## src/rtl/velocity_cell_reader_pkg.sv

```systemverilog
// velocity_cell_reader_pkg: shared widths, defaults and FSM encoding for the velocity cell reader.
package velocity_cell_reader_pkg;
   localparam int DEF_DATA_WIDTH   = 96;
   localparam int DEF_ADDR_WIDTH   = 8;
   localparam int DEF_PARTICLE_NUM = 220;
   localparam int DEF_READ_LATENCY = 1;
   typedef enum logic [1:0] {IDLE, WAIT_CNT, STREAM, DRAIN} state_e;
endpackage

```

## src/rtl/velocity_rd_fifo.sv

```systemverilog
// velocity_rd_fifo: small circular FIFO catching RAM return words tagged with {id,last}.
module velocity_rd_fifo #(
   parameter int DEPTH = 2,
   parameter int WIDTH = 105
) (
   input  logic                         clk,
   input  logic                         rst,
   input  logic                         push_i,
   input  logic [WIDTH-1:0]             push_data_i,
   input  logic                         pop_i,
   output logic [WIDTH-1:0]             head_o,
   output logic [$clog2(DEPTH+1)-1:0]   occ_o,
   output logic                         empty_o
);
   localparam int PW = $clog2(DEPTH);
   localparam int OW = $clog2(DEPTH+1);
   logic [WIDTH-1:0] buf_q [DEPTH];
   logic [PW-1:0]    wr_q, rd_q;
   logic [OW-1:0]    occ_q;
   function automatic logic [PW-1:0] inc(input logic [PW-1:0] p);
      return (p == PW'(DEPTH-1)) ? '0 : p + 1'b1;
   endfunction
   always_ff @(posedge clk) begin
      if (!rst) begin
         wr_q  <= '0;
         rd_q  <= '0;
         occ_q <= '0;
      end else begin
         if (push_i) begin
            buf_q[wr_q] <= push_data_i;
            wr_q        <= inc(wr_q);
         end
         if (pop_i) rd_q <= inc(rd_q);
         occ_q <= occ_q + OW'(push_i) - OW'(pop_i);
      end
   end
   assign head_o  = buf_q[rd_q];
   assign occ_o   = occ_q;
   assign empty_o = (occ_q == '0);
endmodule

```

## src/rtl/velocity_cell_reader.sv

```systemverilog
// velocity_cell_reader: reads a cell's particle count, then streams records 1..N from RAM
// onto a valid/ready interface, using a credit scheme sized to the RAM read latency.
module velocity_cell_reader
   import velocity_cell_reader_pkg::*;
#(
   parameter int DATA_WIDTH   = DEF_DATA_WIDTH,
   parameter int PARTICLE_NUM = DEF_PARTICLE_NUM,
   parameter int ADDR_WIDTH   = DEF_ADDR_WIDTH,
   parameter int READ_LATENCY = DEF_READ_LATENCY
) (
   input  logic                  clk,
   input  logic                  rst,
   input  logic                  start,
   output logic                  busy,
   output logic                  done,
   output logic                  count_err,
   output logic [ADDR_WIDTH-1:0] mem_address,
   output logic                  mem_rden,
   output logic                  mem_wren,
   output logic [DATA_WIDTH-1:0] mem_data,
   input  logic [DATA_WIDTH-1:0] mem_q,
   output logic                  out_valid,
   input  logic                  out_ready,
   output logic [DATA_WIDTH-1:0] out_vel,
   output logic [ADDR_WIDTH-1:0] out_id,
   output logic                  out_last
);
   localparam int FIFO_DEPTH = READ_LATENCY + 1;
   localparam int FW = DATA_WIDTH + ADDR_WIDTH + 1;
   localparam int OW = $clog2(FIFO_DEPTH + 1);
   localparam int WW = (READ_LATENCY > 1) ? $clog2(READ_LATENCY) : 1;
   localparam logic [ADDR_WIDTH-1:0] MAX_CNT = ADDR_WIDTH'(PARTICLE_NUM - 1);
   state_e                state_q;
   logic [ADDR_WIDTH-1:0] rd_ptr_q, cnt_q, addr_q;
   logic [WW-1:0]         wait_q;
   logic                  done_q, err_q;
   logic                  trk_vld_q  [READ_LATENCY];
   logic [ADDR_WIDTH-1:0] trk_id_q   [READ_LATENCY];
   logic                  trk_last_q [READ_LATENCY];
   logic [OW-1:0]         occ, inflight;
   logic [OW:0]           tokens;
   logic [FW-1:0]         head;
   logic                  empty, pop, idle_issue, str_issue;
   logic [ADDR_WIDTH-1:0] cnt_raw, cnt_clamp;
   always_comb begin
      inflight = '0;
      for (int i = 0; i < READ_LATENCY; i++) inflight = inflight + OW'(trk_vld_q[i]);
   end
   // A slot freed by this cycle's pop is already available for the next read.
   assign tokens      = (OW+1)'(occ) + (OW+1)'(inflight);
   assign pop         = out_valid && out_ready;
   assign idle_issue  = (state_q == IDLE) && start;
   assign str_issue   = (state_q == STREAM) && (tokens < (OW+1)'(FIFO_DEPTH) + (OW+1)'(pop));
   assign mem_rden    = idle_issue || str_issue;
   assign mem_address = idle_issue ? '0 : str_issue ? rd_ptr_q : addr_q;
   assign mem_wren    = 1'b0;
   assign mem_data    = '0;
   assign cnt_raw     = mem_q[ADDR_WIDTH-1:0];
   assign cnt_clamp   = (cnt_raw > MAX_CNT) ? MAX_CNT : cnt_raw;
   always_ff @(posedge clk) begin
      if (!rst) begin
         state_q  <= IDLE;
         rd_ptr_q <= '0;
         cnt_q    <= '0;
         addr_q   <= '0;
         wait_q   <= '0;
         done_q   <= 1'b0;
         err_q    <= 1'b0;
      end else begin
         done_q <= 1'b0;
         addr_q <= mem_address;
         case (state_q)
            IDLE: if (start) begin
               state_q <= WAIT_CNT;
               wait_q  <= '0;
               err_q   <= 1'b0;
            end
            WAIT_CNT: if (wait_q == WW'(READ_LATENCY - 1)) begin
               err_q    <= cnt_raw > MAX_CNT;
               cnt_q    <= cnt_clamp;
               rd_ptr_q <= ADDR_WIDTH'(1);
               done_q   <= (cnt_clamp == '0);
               state_q  <= (cnt_clamp == '0) ? IDLE : STREAM;
            end else wait_q <= wait_q + 1'b1;
            STREAM: if (str_issue) begin
               rd_ptr_q <= rd_ptr_q + 1'b1;
               if (rd_ptr_q == cnt_q) state_q <= DRAIN;
            end
            DRAIN: if (tokens == (OW+1)'(pop)) begin
               done_q  <= 1'b1;
               state_q <= IDLE;
            end
            default: state_q <= IDLE;
         endcase
      end
   end
   always_ff @(posedge clk) begin
      if (!rst) begin
         for (int i = 0; i < READ_LATENCY; i++) begin
            trk_vld_q[i]  <= 1'b0;
            trk_id_q[i]   <= '0;
            trk_last_q[i] <= 1'b0;
         end
      end else begin
         trk_vld_q[0]  <= str_issue;
         trk_id_q[0]   <= rd_ptr_q;
         trk_last_q[0] <= (rd_ptr_q == cnt_q);
         for (int i = 1; i < READ_LATENCY; i++) begin
            trk_vld_q[i]  <= trk_vld_q[i-1];
            trk_id_q[i]   <= trk_id_q[i-1];
            trk_last_q[i] <= trk_last_q[i-1];
         end
      end
   end
   velocity_rd_fifo #(.DEPTH(FIFO_DEPTH), .WIDTH(FW)) u_fifo (
      .clk         (clk),
      .rst         (rst),
      .push_i      (trk_vld_q[READ_LATENCY-1]),
      .push_data_i ({mem_q, trk_id_q[READ_LATENCY-1], trk_last_q[READ_LATENCY-1]}),
      .pop_i       (pop),
      .head_o      (head),
      .occ_o       (occ),
      .empty_o     (empty)
   );
   assign out_valid = !empty;
   assign out_vel   = out_valid ? head[FW-1 -: DATA_WIDTH] : '0;
   assign out_id    = out_valid ? head[ADDR_WIDTH:1] : '0;
   assign out_last  = out_valid && head[0];
   assign busy      = (state_q != IDLE);
   assign done      = done_q;
   assign count_err = err_q;
endmodule

```

## config.mk

```make
export PLATFORM = sky130hd
export DESIGN_NAME = velocity_cell_reader
export DESIGN_NICKNAME = d
export VERILOG_FILES = /design/src/rtl/velocity_cell_reader_pkg.sv /design/src/rtl/velocity_rd_fifo.sv /design/src/rtl/velocity_cell_reader.sv
export SDC_FILE = /design/constraint.sdc
export NUM_CORES = 1
export LEC_CHECK = 0
export ABC_AREA = 1
export BUFFER_PORTS_ARGS = -buffer_cell sky130_fd_sc_hd__buf_2
export CAP_MARGIN = 20
export CORE_MARGIN = 2
export CORE_UTILIZATION = 47
export CTS_CLUSTER_DIAMETER = 200
export DETAILED_ROUTE_END_ITERATION = 10
export HOLD_SLACK_MARGIN = 0.12
export PLACE_DENSITY = 0.77
export SLEW_MARGIN = 20
export SYNTH_ARGS = -nofsm -noshare
export SYNTH_HDL_FRONTEND = slang
export SYNTH_SLANG_ARGS = --single-unit
```

## constraint.sdc

```tcl
create_clock -name clk -period 8.43 [get_ports clk]
set_input_delay 0.4215 -clock clk [delete_from_list [all_inputs] [get_ports clk]]
set_output_delay 0.4215 -clock clk [all_outputs]
set_load 0.02 [all_outputs]
```

==> out/results.ini <==
[status]
status=finished, final reports clean

[power]
ir_drop_uv=169.9
leakagePower_nw=5.610
power_density_nw_per_um2=300.4

[worst_setup_path]
worstPathMaxFanout=58
reg2reg_slack_ns=5.92
cp_data_required_time_ns=8.01
cp_num_buf_inv=6
start_kind=register
r2r_cells=12
path_class=register to primary output
path_common_cell=inv_1
max_stage_delay_ns=0.51
worstReg2RegStart=u_fifo.occ_o[1]$_SDFF_PN0_
critPathTopFamily=buffers and inverters
worstPathCellList=nor2_4 > buf_4 > inv_1 > nand2_1 > inv_1 > ha_1 > inv_1 > a21oi_1 > nand2_2 > inv_1 > nor2_1 > nor3_1 > buf_2
end_kind=primary output
cp_slowest_cell=buf_4
critical_path_arrival_ns=2.92

[clock_tree]
htreeDepth=1
cts_tree=done
clockBufferDepth=3
cts.clk_slew.worst_paths_ns=0.06
cts-root-buf=clkbuf_16
clock-sinks=253
insertion_delay_ns=0.52
cts_buffers=26
cts_resized=0
post_cts_buffers=0

[synth]
synth-edff-count=210
yosys.area_share.adder_pct=0.7208
ys_types=35
synth_xor_area_share_pct=0.5887
yosysWarnings=0
synth_seq_area_share_pct=68.81
synthesis.instances=917
postSynthAreaPerCell_sq_um=11.36
synth_compound_area_share_pct=6.776
ys_seq_elements=253
yosys.area_share.simple_pct=12.42
syn-cell-area_sq_um=10410
async_flop_share_pct=0
ys.flop_type=edfxtp_1
muxShareOfSynthArea_pct=0
synth_top_family_by_area=simple AND/OR/NAND/NOR gates

[timing]
rsz0062_at_grt=false
finalMaxSlewViolations=0
max_freq_mhz=299.4
tightest_slew_ns=0.8840
fin_crit_sh_pct=39.62
tns_ns=0
setup_viol=0
min_period_ns=3.340
worst_hold_slack_ns=0.1562
hold_viol_final=0
slew_headroom_pct=41.07
skew_ns=0.01237

[routing]
vias=7309
drt_iter0_drc=527
first_pass_iters=5
drc=0
ant_nets=0
vias_per_cell=4.812
routedWlPerCell_microns=15.67
drt-total-wl_microns=23800

[cells_and_area]
syn_to_final_growth_pct=26.08
multiInputGateArea_sq_um=2526
ff_latch_area_sq_um=7171
nets=1325
diodes=0
fillers=1682
final_layout_size_suffix_gt1_share_pct=22.03

[global_routing]
grt.overflow.total=0
grt_pass1_wl_microns=36470
track_usage_pct=19.39
grt_max_degree=72
first_global_vias=6924
antenna_found_initial=1

[die]
core_area_sq_um=21760
die_h_microns=152.9
die_area_sq_um=23370
io_pins=315
start_util_pct=47.87
core.rowCount=54
dieWidth_microns=152.9

[worst_hold_path]
holdPathStages=1
min-delay-start=mem_q[1]
min_to=u_fifo.buf_q[1][10]$_DFFE_PP_
hold_path_class=primary input to register

[run]
cap_violations=0

[place]
gp_congestion=0.8906
port_buffers=217
dp_hpwl_microns=14430

==> logic make-up (layout without fill, tap and decap cells) <==
logic type	count (synthesis)	count (layout)
AND/OR/NAND/NOR	324	324
flip-flops	253	253
buffers and inverters	189	415
AO/OA/AOI/OAI	137	137
XOR/XNOR	7	7
adder cells (fa/ha/maj)	6	6
other	1	97
==> metrics by stage <==
step	instances	total power [mW]	utilization (%)	area (sq um)	setup WS, ns
floorplan	1013	2.436	-	10780	2.609
global placement	1379	2.812	52.32	11380	5.427
detailed placement	1379	2.829	52.32	11380	5.403
CTS	1519	3.968	60.36	13130	4.982
global route	1519	4.152	60.36	13130	4.749
finish	1519	3.944	60.36	13130	5.090
==> final cells by class <==
cell class / count / area share (%)
clock buffers: 33 / 5.317
clock inverters: 15 / 0.9910
inverters: 50 / 1.439
multi-input cells: 571 / 19.24
flip-flops and latches: 253 / 54.61
well taps: 280 / 2.668
repair buffers: 317 / 15.74
==> state kept, by name, summed over array words and instances (netlist names), named ones only <==
register	flops
done	1
cnt_q	8
trk_vld_q	1
addr_q	8
count_err	1
trk_last_q	1
u_fifo.occ_o	2
u_fifo.buf_q	210
rd_ptr_q	8
u_fifo.wr_q	1
trk_id_q	8
state_q	1
u_fifo.rd_q	1
==> repair_timing <==
action,CTS,global route
endpoints found under the setup margin,0,0
hold buffers,92,0
endpoints found under the hold margin,184,0
==> how the worst max path moves through the flow <==
stage / startpoint / to / slack [ns] / cells after the start
3_5_place_dp: rst / u_fifo.buf_q[1][43]$_DFFE_PP_ / 5.40 / 5
6_report: u_fifo.occ_o[1]$_SDFF_PN0_ / mem_address[6] / 5.09 / 13
5_1_grt: u_fifo.occ_o[1]$_SDFF_PN0_ / mem_address[1] / 4.75 / 13
2_1_floorplan: rst / u_fifo.buf_q[0][0]$_DFFE_PP_ / 2.61 / 4
3_3_place_gp: rst / u_fifo.buf_q[1][45]$_DFFE_PP_ / 5.43 / 5
4_1_cts: register / out_vel[67] / 4.98 / 5
==> cell usage in the layout (no fill, tap or decap), drive strengths merged <==
master	instances
clkinvlp	2
clkinv	12
inv	49
edfxtp	210
o311ai	1
nand4	4
dfxtp	43
a31oi	3
buf	225
nand2	261
xor2	2
a21oi	115
nor4	7
o21ai	13
dlygate4sd3	92
nor3b	1
xnor2	5
clkbuf	33
conb	97
nand3	9
a211oi	1
nor3	10
o22ai	1
ha	6
bufinv	2
o31ai	2
nor2	31
and3	1
o32ai	1
==> power breakdown <==
part | switching [mW] | internal (mW)
clock | 0.451 | 0.647
sequential | 0.0646 | 1.45
combinational | 0.960 | 0.372
total | 1.48 | 2.47
==> cell usage after synthesis, types with 2 or more instances <==
cell,count,area (sq um)
nand2_1,259,972.2
edfxtp_1,210,6306
a21oi_1,115,575.6
buf_4,98,735.7
inv_1,47,176.4
dfxtp_1,43,860.8
nor2_1,29,108.9
clkbuf_1,20,75.07
buf_2,18,90.09
o21ai_0,13,65.06
nor3_1,10,50.05
nand3_1,8,40.04
nor4_1,7,43.79
ha_1,6,75.07
xnor2_1,5,43.79
nand4_1,4,25.02
a31oi_1,3,18.77
inv_2,2,7.510
nand2_2,2,12.51
o31ai_1,2,15.01
xor2_1,2,17.52
==> metal layers <==
layer  track usage (%)  up-vias  share of wire [%]
li1                  -     3520                  -
met1             23.99     3468                 39
met2             35.11      280                 52
met3             3.743       39                7.0
met4             4.806        2                2.0
met5                 0        -              0.055
Note: power is estimated with default switching activity, not from simulation.
